--- config.mk ---
export PLATFORM = sky130hd
export DESIGN_NAME = alu_arbiter
export DESIGN_NICKNAME = d
export VERILOG_FILES = /design/src/rtl/alu_pkg.sv /design/src/rtl/rr_arbiter2.sv /design/src/rtl/alu_arbiter.sv
export SDC_FILE = /design/constraint.sdc
export NUM_CORES = 1
export LEC_CHECK = 0
export CAP_MARGIN = 30
export CORE_MARGIN = 2
export CORE_UTILIZATION = 36
export CTS_BUF_LIST = sky130_fd_sc_hd__clkbuf_8
export DETAILED_ROUTE_END_ITERATION = 10
export PLACE_DENSITY = 0.75
export SLEW_MARGIN = 20
export SYNTH_ARGS = -nofsm -noshare
export SYNTH_HDL_FRONTEND = slang
export SYNTH_SLANG_ARGS = --single-unit
--- constraint.sdc ---
create_clock -name clock -period 1.5 [get_ports clock]
set_input_delay 0.3 -clock clock [delete_from_list [all_inputs] [get_ports clock]]
set_output_delay 0.3 -clock clock [all_outputs]
set_load 0.01 [all_outputs]
--- src/rtl/alu_pkg.sv ---
// rtl/alu_pkg.sv - shared ALU opcodes, arbiter FSM states and opcode legality check
package alu_pkg;

    localparam logic [3:0] OP_ADD  = 4'b0010;
    localparam logic [3:0] OP_CBZ  = 4'b0111;
    localparam logic [3:0] OP_SUB  = 4'b1010;
    localparam logic [3:0] OP_AND  = 4'b0110;
    localparam logic [3:0] OP_ORR  = 4'b0100;
    localparam logic [3:0] OP_EOR  = 4'b1001;
    localparam logic [3:0] OP_NOR  = 4'b0101;
    localparam logic [3:0] OP_NAND = 4'b1100;
    localparam logic [3:0] OP_MOV  = 4'b1101;

    typedef enum logic [1:0] {
        ST_IDLE    = 2'd0,
        ST_EXEC    = 2'd1,
        ST_CAPTURE = 2'd2,
        ST_RESP    = 2'd3
    } state_t;

    function automatic logic isLegalOp(input logic [3:0] op);
        case (op)
            OP_ADD, OP_CBZ, OP_SUB, OP_AND, OP_ORR,
            OP_EOR, OP_NOR, OP_NAND, OP_MOV: return 1'b1;
            default:                          return 1'b0;
        endcase
    endfunction

endpackage

--- src/rtl/rr_arbiter2.sv ---
// rtl/rr_arbiter2.sv - two-way round-robin arbiter favouring the requester not granted last
module rr_arbiter2 (
    input  logic valid0,
    input  logic valid1,
    input  logic lastGrant,
    output logic grant,
    output logic id
);

    always_comb begin
        grant = valid0 | valid1;
        if (valid0 && valid1) begin
            id = ~lastGrant;
        end else begin
            id = valid1;
        end
    end

endmodule

--- src/rtl/alu_arbiter.sv ---
// rtl/alu_arbiter.sv - shares one registered ALU between the execute stage and the branch unit
module alu_arbiter
    import alu_pkg::*;
#(
    parameter int DATA_WIDTH = 32,
    parameter int OP_WIDTH   = 4
) (
    input  logic                  clock,
    input  logic                  resetN,
    input  logic                  reqValid0,
    output logic                  reqReady0,
    input  logic [OP_WIDTH-1:0]   reqOpcode0,
    input  logic [DATA_WIDTH-1:0] reqA0,
    input  logic [DATA_WIDTH-1:0] reqB0,
    input  logic                  reqValid1,
    output logic                  reqReady1,
    input  logic [OP_WIDTH-1:0]   reqOpcode1,
    input  logic [DATA_WIDTH-1:0] reqA1,
    input  logic [DATA_WIDTH-1:0] reqB1,
    output logic                  respValid,
    input  logic                  respReady,
    output logic                  respId,
    output logic [DATA_WIDTH-1:0] respResult,
    output logic                  respZero,
    output logic                  respError,
    output logic [DATA_WIDTH-1:0] aluInOne,
    output logic [DATA_WIDTH-1:0] aluInTwo,
    output logic [OP_WIDTH-1:0]   aluOpcode,
    input  logic [DATA_WIDTH-1:0] aluResult,
    input  logic                  aluZero,
    output logic                  busy
);

    state_t                state;
    state_t                next_state;
    logic                  last_grant;
    logic                  arb_grant;
    logic                  arb_id;
    logic                  accept;
    logic                  alu_active;
    logic                  op_id;
    logic [OP_WIDTH-1:0]   op_reg;
    logic [DATA_WIDTH-1:0] a_reg;
    logic [DATA_WIDTH-1:0] b_reg;

    rr_arbiter2 u_arb (
        .valid0    (reqValid0),
        .valid1    (reqValid1),
        .lastGrant (last_grant),
        .grant     (arb_grant),
        .id        (arb_id)
    );

    assign accept    = (state == ST_IDLE) && arb_grant;
    assign reqReady0 = accept && !arb_id;
    assign reqReady1 = accept && arb_id;
    assign respValid = (state == ST_RESP);
    assign busy      = (state != ST_IDLE);

    always_ff @(posedge clock or negedge resetN) begin
        if (!resetN) begin
            state <= ST_IDLE;
        end else begin
            state <= next_state;
        end
    end

    always_comb begin
        next_state = state;
        case (state)
            ST_IDLE:    if (arb_grant) next_state = ST_EXEC;
            ST_EXEC:    next_state = ST_CAPTURE;
            ST_CAPTURE: next_state = ST_RESP;
            ST_RESP:    if (respReady) next_state = ST_IDLE;
            default:    next_state = ST_IDLE;
        endcase
    end

    // Operands stay staged from accept until the ALU result is captured.
    always_ff @(posedge clock or negedge resetN) begin
        if (!resetN) begin
            last_grant <= 1'b1;
            op_id      <= 1'b0;
            op_reg     <= '0;
            a_reg      <= '0;
            b_reg      <= '0;
            respResult <= '0;
            respZero   <= 1'b0;
            respError  <= 1'b0;
            respId     <= 1'b0;
        end else begin
            if (accept) begin
                op_id      <= arb_id;
                last_grant <= arb_id;
                op_reg     <= arb_id ? reqOpcode1 : reqOpcode0;
                a_reg      <= arb_id ? reqA1 : reqA0;
                b_reg      <= arb_id ? reqB1 : reqB0;
            end
            if (state == ST_CAPTURE) begin
                respResult <= aluResult;
                respZero   <= aluZero;
                respId     <= op_id;
                respError  <= !isLegalOp(op_reg);
            end
        end
    end

    always_comb begin
        alu_active = (state == ST_EXEC) || (state == ST_CAPTURE);
        aluInOne   = alu_active ? a_reg  : '0;
        aluInTwo   = alu_active ? b_reg  : '0;
        aluOpcode  = alu_active ? op_reg : '0;
    end

endmodule

==> impl_metrics.py, run 1 <==
metrics = {
    "power_and_ir_drop": {
        "peakVddDrop_mv": 0.983,
        "total_power_mw": 22.2,
        "power.density_mw_per_mm2": 2220,
        "leakagePower_nw": 4.43,
    },
    "placement": {
        "placed_area_mm2": 0.00816,
        "dp_cells": 859,
        "dp_slack_ns": -0.478,
        "io_buffers": 280,
        "dpl.hpwl_um": 11500,
        "place.gp.congestion": 0.790,
    },
    "clocking": {
        "cts.sinks": 107,
        "numCtsBuffers": 9,
        "cts_root_buf": "clkbuf_8",
        "clockBufferDepth": 2,
        "cts_tree": "done",
        "clk_latency_ns": 0.36,
        "htree_levels": 3,
        "clk_pin_slew_ns": 0.11,
    },
    "critical_path": {
        "crit_type": "register to output pin",
        "critPathTopFamily": "buffers and inverters",
        "critPathBufInv": 4,
        "crit_path_frequent_cell": "buf_6",
        "rrSetupSlack_ns": -0.23,
        "r2r-start": "state[1]",
        "crit_chain": "inv_2 -> ha_4 -> buf_6 -> buf_12 -> and2_4 -> buf_6",
        "cp-start-kind": "register",
        "path_max_fanout": 8,
        "crit_required_ns": 1.20,
        "r2r_end": "a_reg[25]",
        "worstSetupEndpointType": "output pin",
        "crit_arrival_ns": 1.64,
        "cpMaxStageDelayCell": "dfrtp_1",
        "rr_worst_depth": 8,
        "critPathMaxStageDelay_ns": 0.39,
    },
    "floorplan": {
        "placementRows": 43,
        "dieArea_mm2": 0.0148,
        "die_w_um": 122,
        "die_height_um": 122,
        "start_util": 0.364,
        "core_mm2": 0.0137,
        "io_pins": 281,
    },
    "synthesis": {
        "synth_ff_type": "dfrtp_1",
        "yosysSeqAreaShare": 0.536,
        "syn_nets": 591,
        "yosysMostFrequentCell": "dfrtp_1",
        "yosys_warnings": 0,
        "synth_top_cell_by_area": "dfrtp_1",
        "yosys.area.top_type_share": 0.531,
        "yosys-top-cells-count": "106 x dfrtp_1, 69 x and2_1, 68 x a221o_1, 68 x and3_1, 35 x mux2_2",
        "synth_edf_count": 0,
        "async_reset_ff_frac": 1.00,
        "synth_cells": 412,
        "synth.distinct_cells": 24,
        "netlist_area_mm2": 0.00499,
        "avgSynthCellArea_um2": 12.1,
        "ys_ff_latch": 107,
        "ys_top_cells_by_area": "dfrtp_1 53%, a221o_1 14%, and2_1 8.6%, and3_1 8.5%, mux2_2 7.9%",
    },
    "timing": {
        "rsz0062_at_grt": "true",
        "timing.hold.ws_ns": 0.360,
        "period_share": 1.29,
        "worst_slew_pin_slew_ns": 0.424,
        "hold_violations": 0,
        "relSlewSlack": 0.717,
        "period_needed_ns": 1.94,
        "final_max_slew_viol_count": 0,
        "setup_viol": 143,
        "final.setup.tns_ns": -40.20,
        "setup_slack_ns": -0.439,
        "fin_skew_ns": 0.00947,
        "fmax_mhz": 516,
    },
    "drt": {
        "drc": 0,
        "vias_per_cell": 5.34,
        "ant_nets": 0,
        "vias": 4916,
        "wire_per_inst_um": 21.9,
        "drtPass1Iterations": 4,
        "first_iter_violations": 289,
        "finalWirelength_um": 20200,
    },
    "worst_hold_path": {
        "hp-class": "input port to asynchronous set/reset pin",
    },
    "status": {
        "status": "complete, but fails checks",
        "violations": "setup timing",
    },
    "finish": {
        "final_cells": 920,
        "area_growth_pct": 100,
        "fin_nets": 914,
        "postLayoutCellArea_mm2": 0.0100,
        "diodes": 0,
        "utilization": 0.729,
        "drive_gt1_frac": 0.454,
    },
    "global_routing": {
        "grt_busiest_layer": "met2",
        "gr-usage-met2": 0.454,
        "grt_pass1_vias": 5258,
        "use_met1": 0.330,
        "grt_overflow": 0,
        "track_usage": 0.267,
        "use_met3": 0.0679,
        "antenna_found_initial": 0,
        "grt_max_degree": 45,
        "grt_pass1_wl_um": 29700,
    },
    "flow_run": {
        "maxCapViolations": 0,
    },
}
-- power by group --
| part | internal, mW | switching, mW |
|---|---|---|
| registers | 4.32 | 0.831 |
| logic | 9.26 | 5.67 |
| clock network | 1.12 | 1.03 |
-- logic make-up (layout without fill, tap and decap cells) --
group                    Yosys count  in the layout  share of synthesized area
multiplexers                      36             36                     0.0809
adder cells (fa/ha/maj)            5              5                     0.0125
buffers and inverters             44            372                     0.0418
flip-flops                       107            107                      0.536
AO/OA/AOI/OAI                     75             75                      0.147
AND/OR/NAND/NOR                  145            145                      0.181
-- cell usage in the layout, fill, tap and decap left out, types with 3 or more instances in the layout --
| cell type | instances |
|---|---|
| clkdlybuf4s50_1 | 172 |
| dfrtp_1 | 106 |
| buf_6 | 85 |
| and2_4 | 70 |
| a221o_1 | 68 |
| and3_4 | 60 |
| dlygate4sd2_1 | 35 |
| mux2_2 | 34 |
| buf_16 | 24 |
| buf_12 | 17 |
| buf_4 | 12 |
| clkbuf_8 | 9 |
| and3_1 | 8 |
| ha_4 | 3 |
| bufinv_16 | 3 |
| buf_8 | 3 |
-- worst max path at each step --
stage / to / slack (ns) / depth (start not counted) / startpoint
after global placement: reqReady0 / -0.50 / 4 / reqValid0
final: aluInTwo[3] / -0.44 / 6 / state[1]
after global routing: aluInTwo[3] / -0.50 / 6 / state[1]
after CTS: aluInOne[19] / -0.44 / 6 / state[1]
after detailed placement: reqReady0 / -0.48 / 4 / reqValid0
after floorplan: op_reg[0] / 0.003 / 7 / state[1]
-- metal layers --
layer | share of wire | up-vias
met4 | 0.031 | 0
met1 | 0.40 | 2410
met5 | 0 | -
met3 | 0.070 | 45
met2 | 0.50 | 268
li1 | - | 2193
-- area by class of cell --
cell class                      instances  area (um^2)
Timing Repair Buffer                  351         4180
Fill cell                             938         3720
Sequential cell                       107         2680
Multi-Input combinational cell        261         2650
Tap cell                              180          225
Clock buffer                            9          124
Clock inverter                          7          123
Inverter                                5         21.3
-- worst reg2reg max path, stage by stage (launching register included) --
cell and delay [ns]:
dfrtp_1 0.39, inv_2 0.06, ha_4 0.17, and2_4 0.16, buf_12 0.15, buf_12 0.14
buf_16 0.13, and3_4 0.16, a221o_1 0.27
-- what timing repair did --
| action | in CTS | in global routing |
|---|---|---|
| hold endpoints to repair | 19 | 0 |
| pin swaps | 131 | 47 |
| cloned | 27 | 2 |
| gates resized for setup | 555 | 50 |
| buffers inserted | 18 | 3 |
| hold buffers | 1 | 0 |
| endpoints found under the setup margin | 206 | 144 |
(Power assumes the default switching activity.)
==> inputs of run 2 (changes only) <==
--- a/config.mk
+++ b/config.mk
@@ -6,9 +6,10 @@
 export NUM_CORES = 1
 export LEC_CHECK = 0
 export CAP_MARGIN = 30
-export CORE_MARGIN = 2
+export CORE_MARGIN = 5
 export CORE_UTILIZATION = 36
 export CTS_BUF_LIST = sky130_fd_sc_hd__clkbuf_8
+export CTS_CLUSTER_DIAMETER = 40
 export DETAILED_ROUTE_END_ITERATION = 10
 export PLACE_DENSITY = 0.75
 export SLEW_MARGIN = 20
==> run 2 against run 1 <==
Register-to-register slack got worse by 0.08 ns. The flow still finishes with violations (setup timing). Fmax fell by 1.9%. Sequential cell count is the same. Final area is 1.9% higher. Via count up 6.1%. Die area is 10% higher. Critical path type unchanged. Non-clock buffer count rose by 21. Largest cell class unchanged. Worst hold slack got worse by 0.039 ns. Critical endpoint is now aluInTwo[0]. Clock skew up 0.0065 ns. Global-route usage is 0.49 points higher. Power increased by 6.3%. First-iteration DRC count is 27% higher.
==> impl_metrics.py, run 2 (synthesis results as in run 1) <==
metrics = {
    "status": {
        "status": "complete, but fails checks",
        "violations": "setup timing",
    },
    "timing": {
        "setup_slack_ns": -0.477,
        "timing.hold.ws_ns": 0.321,
        "final.setup.tns_ns": -48.50,
        "final_max_slew_viol_count": 0,
        "fin_skew_ns": 0.0160,
        "setup_viol": 169,
        "relSlewSlack": 0.649,
        "rsz0062_at_grt": "true",
        "fmax_mhz": 506,
        "period_needed_ns": 1.98,
        "period_share": 1.32,
        "hold_violations": 0,
        "worst_slew_pin_slew_ns": 0.527,
    },
    "global_routing": {
        "track_usage": 0.272,
        "grt_pass1_wl_um": 33400,
        "antenna_found_initial": 1,
        "grt_pass1_vias": 5651,
        "grt_overflow": 0,
        "grt_max_degree": 69,
    },
    "critical_path": {
        "crit_start": "state[0]",
        "critPathMaxStageDelay_ns": 0.40,
        "worstSetupEndpointType": "output pin",
        "cp-start-kind": "register",
        "crit_required_ns": 1.20,
        "r2r-start": "state[0]",
        "path_max_fanout": 6,
        "crit_chain": "inv_2 -> ha_4 -> buf_4 -> buf_12 -> and2_1 -> buf_2",
        "crit_type": "register to output pin",
        "crit_arrival_ns": 1.68,
        "critPathTopFamily": "buffers and inverters",
        "critPathBufInv": 4,
        "cpMaxStageDelayCell": "dfrtp_1",
    },
    "clocking": {
        "cts_root_buf": "clkbuf_8",
        "cts_tree": "done",
        "clk_latency_ns": 0.39,
        "clk_pin_slew_ns": 0.11,
        "numCtsBuffers": 9,
        "clockBufferDepth": 2,
        "htree_levels": 3,
        "cts.sinks": 107,
    },
    "drt": {
        "wire_per_inst_um": 24.9,
        "ant_nets": 0,
        "drtPass1Iterations": 5,
        "first_iter_violations": 368,
        "drc": 0,
        "finalWirelength_um": 23400,
        "vias": 5215,
        "vias_per_cell": 5.53,
    },
    "floorplan": {
        "die_height_um": 128,
        "core_mm2": 0.0137,
        "start_util": 0.364,
        "placementRows": 43,
        "die_w_um": 128,
        "dieArea_mm2": 0.0163,
        "io_pins": 281,
    },
    "finish": {
        "fin_nets": 935,
        "final_cells": 943,
        "drive_gt1_frac": 0.434,
        "final_cell_mix": "172 x clkdlybuf4s50_1, 106 x dfrtp_1, 76 x buf_6",
        "utilization": 0.743,
        "area_growth_pct": 104,
        "postLayoutCellArea_mm2": 0.0102,
        "layout_commonest_cell": "clkdlybuf4s50_1",
    },
    "placement": {
        "placed_area_mm2": 0.00815,
        "dp_cells": 857,
        "io_buffers": 280,
        "dpl.hpwl_um": 11900,
        "place.gp.congestion": 0.824,
        "dp_slack_ns": -0.502,
    },
    "flow_run": {
        "maxCapViolations": 0,
    },
    "worst_hold_path": {
        "hp-class": "input port to asynchronous set/reset pin",
    },
    "power_and_ir_drop": {
        "power.density_mw_per_mm2": 2320,
        "leakagePower_nw": 4.64,
        "total_power_mw": 23.6,
        "peakVddDrop_mv": 1.05,
    },
}
run 2: cell types whose count changed in the layout (fill, tap and decap cells not counted), sizes merged:
cell and delta:
clkinvlp -2, inv +2, clkinv +1, buf +13, bufbuf +1, diode +2, bufinv -3, clkbuf +9
run 2: layout make-up:
type                            count  area, um^2
Timing Repair Buffer              372        4540
Fill cell                         938        3530
Sequential cell                   107        2680
Multi-Input combinational cell    261        2530
Tap cell                          180         225
Clock buffer                       11         151
Clock inverter                      5        35.0
Inverter                            5        21.3
Antenna cell                        2        5.00
run 2: layer usage:
layer,global-route usage,wire length [um]
met1,0.333,9030
met2,0.463,11600
met3,0.0633,1910
met4,0.110,950
met5,0,0
run 2: power by group:
part           total, mW  switching (mW)  internal (mW)
combinational       16.8            6.37           10.4
sequential          5.12           0.804           4.32
clock               1.75            1.04          0.707
run 2: worst paths after layout:
path | endpoint | slack (ns) | depth (start not counted)
max | aluInTwo[0] | -0.48 | 6
min | respResult[18] | 0.32 | 2
max reg2reg | b_reg[16] | -0.31 | 10
min reg2reg | op_id | 0.49 | 1
max in group asynchronous | respResult[23] | 0.60 | 3
min in group clock | op_id | 0.49 | 1
run 2: repair_timing:
action | in CTS | in global routing
hold endpoints to repair | 13 | 0
setup buffers | 30 | 9
setup endpoints to repair | 211 | 169
gates resized for setup | 492 | 83
cloned | 33 | 9
pin swaps | 52 | 67
hold buffers | 1 | 0
==> inputs of run 3 (changes only) <==
--- a/config.mk
+++ b/config.mk
@@ -7,11 +7,10 @@
 export LEC_CHECK = 0
 export CAP_MARGIN = 30
 export CORE_MARGIN = 5
-export CORE_UTILIZATION = 36
-export CTS_BUF_LIST = sky130_fd_sc_hd__clkbuf_8
+export CORE_UTILIZATION = 35
 export CTS_CLUSTER_DIAMETER = 40
 export DETAILED_ROUTE_END_ITERATION = 10
-export PLACE_DENSITY = 0.75
+export PLACE_DENSITY = 0.73
 export SLEW_MARGIN = 20
 export SYNTH_ARGS = -nofsm -noshare
 export SYNTH_HDL_FRONTEND = slang
==> run 3 against run 2 <==
Global-route usage shrank 6.3 points. Sequential power about the same. Setup slack improved by 0.11 ns. The flow still finishes with violations (setup timing). Final area decreased by 8.0%. Via count is 5.7% lower.
==> impl_metrics.py, run 3 (synthesis results as in run 1) <==
metrics = {
    "status": {
        "status": "complete, but fails checks",
        "violations": "setup timing",
    },
    "drt": {
        "vias": 4917,
        "finalWirelength_um": 20800,
        "drc": 0,
        "wire_per_inst_um": 22.7,
        "vias_per_cell": 5.36,
        "drtPass1Iterations": 5,
        "first_iter_violations": 320,
        "ant_nets": 0,
    },
    "power_and_ir_drop": {
        "power.density_mw_per_mm2": 2060,
        "peakVddDrop_mv": 0.814,
        "leakagePower_nw": 4.55,
    },
    "critical_path": {
        "cpMaxStageDelayCell": "dfrtp_1",
        "path_max_fanout": 22,
        "critPathMaxStageDelay_ns": 0.39,
        "crit_required_ns": 1.20,
        "worstSetupEndpointType": "output pin",
        "critPathBufInv": 3,
        "crit_chain": "inv_2 -> ha_4 -> buf_12 -> and2_1 -> buf_2",
        "r2r-start": "state[1]",
        "critPathTopFamily": "flip-flops",
        "crit_start": "state[1]",
        "crit_arrival_ns": 1.56,
        "crit_type": "register to output pin",
        "cp-start-kind": "register",
    },
    "finish": {
        "drive_gt1_frac": 0.327,
        "area_growth_pct": 87.7,
        "final_cells": 917,
        "n_fill_cell": 1065,
        "multi_input_area_mm2": 0.00235,
        "layout_commonest_cell": "clkdlybuf4s50_1",
        "final_cell_mix": "171 x clkdlybuf4s50_1, 106 x dfrtp_1, 68 x a221o_1",
        "ff_latch_area_mm2": 0.00268,
        "fin_nets": 912,
    },
    "timing": {
        "rsz0062_at_grt": "true",
        "relSlewSlack": 0.826,
        "final.setup.tns_ns": -42.83,
        "worst_slew_pin_slew_ns": 0.262,
        "setup_viol": 144,
        "final_max_slew_viol_count": 0,
        "period_share": 1.24,
        "period_needed_ns": 1.86,
        "fmax_mhz": 536,
        "setup_slack_ns": -0.364,
        "fin_skew_ns": 0.00735,
        "hold_violations": 0,
    },
    "clocking": {
        "cts_root_buf": "clkbuf_16",
        "clockBufferDepth": 2,
        "htree_levels": 3,
        "numCtsBuffers": 9,
        "clk_pin_slew_ns": 0.07,
        "cts.sinks": 107,
        "clk_latency_ns": 0.34,
        "cts_tree": "done",
    },
    "global_routing": {
        "grt_overflow": 0,
        "antenna_found_initial": 2,
        "track_usage": 0.209,
        "grt_max_degree": 69,
        "grt_pass1_wl_um": 27500,
        "grt_pass1_vias": 5105,
    },
    "worst_hold_path": {
        "hp-class": "input port to asynchronous set/reset pin",
    },
    "floorplan": {
        "dieArea_mm2": 0.0168,
        "die_w_um": 129,
        "core_mm2": 0.0139,
        "die_height_um": 129,
        "start_util": 0.358,
        "io_pins": 281,
        "placementRows": 43,
    },
    "flow_run": {
        "maxCapViolations": 0,
    },
    "placement": {
        "io_buffers": 280,
        "dp_cells": 858,
        "dpl.hpwl_um": 12200,
        "place.gp.congestion": 0.787,
    },
}
-- run 3: routing by layer --
metal  track usage  part of all wire  vias up
li1              -                 -     2188
met3        0.0462             0.065       37
met5             0                 0        -
met2         0.365              0.51      228
met4        0.0764             0.034        0
met1         0.255              0.39     2464
-- run 3: area by class of cell --
class	count	share of cell area
Timing Repair Buffer	349	0.403
Clock buffer	12	0.0274
Inverter	5	0.00227
Antenna cell	1	0.000267
Clock inverter	2	0.00641
Multi-Input combinational cell	261	0.251
Tap cell	180	0.0240
Sequential cell	107	0.286
-- run 3: worst reg2reg max path, cell delays in order, from the launching register on --
cell and delay, ns:
dfrtp_1 0.39, inv_2 0.07, ha_4 0.16, buf_6 0.11, buf_6 0.11, nand2_4 0.05, a21oi_4 0.05, buf_6 0.12
clkbuf_16 0.16, buf_12 0.14, a221o_1 0.33
-- run 3: worst paths after layout --
check                                  to  slack [ns]  cells past startpoint
max reg2reg                     a_reg[20]       -0.31                     10
max                          aluInOne[12]       -0.36                      5
min in group clock                  op_id        0.48                      1
min reg2reg                         op_id        0.48                      1
min                        respResult[23]        0.38                      2
max in group asynchronous       a_reg[20]        0.59                      3
-- run 3: stage by stage --
stage	util	power (mW)	hold WS (ns)	setup WS, ns	cell area (um^2)
2_1_floorplan	-	10.0	0.00441	0.00299	5040
4_1_cts	0.620	18.2	0.371	-0.401	8650
5_1_grt	0.673	20.4	0.385	-0.450	9370
3_3_place_gp	0.586	15.3	0.187	-0.473	8170
6_report	0.673	19.3	0.377	-0.364	9370
3_5_place_dp	0.586	15.5	0.187	-0.495	8170
-- run 3: timing repair --
item                                    in CTS  in global routing
endpoints found under the setup margin     208                196
gates resized for setup                    347                112
gates cloned                                 8                 17
pin swaps                                   54                 52
hold buffers                                 1                  0
setup buffers                               13                 18
hold endpoints to repair                    15                  0
-- run 3: report_power, final --
group | leakage, nW | internal [mW] | switching, mW
clock | 0.155 | 1.54 | 0.982
sequential | 1.30 | 4.33 | 0.758
combinational | 3.09 | 6.74 | 4.99
total | 4.55 | 12.6 | 6.73
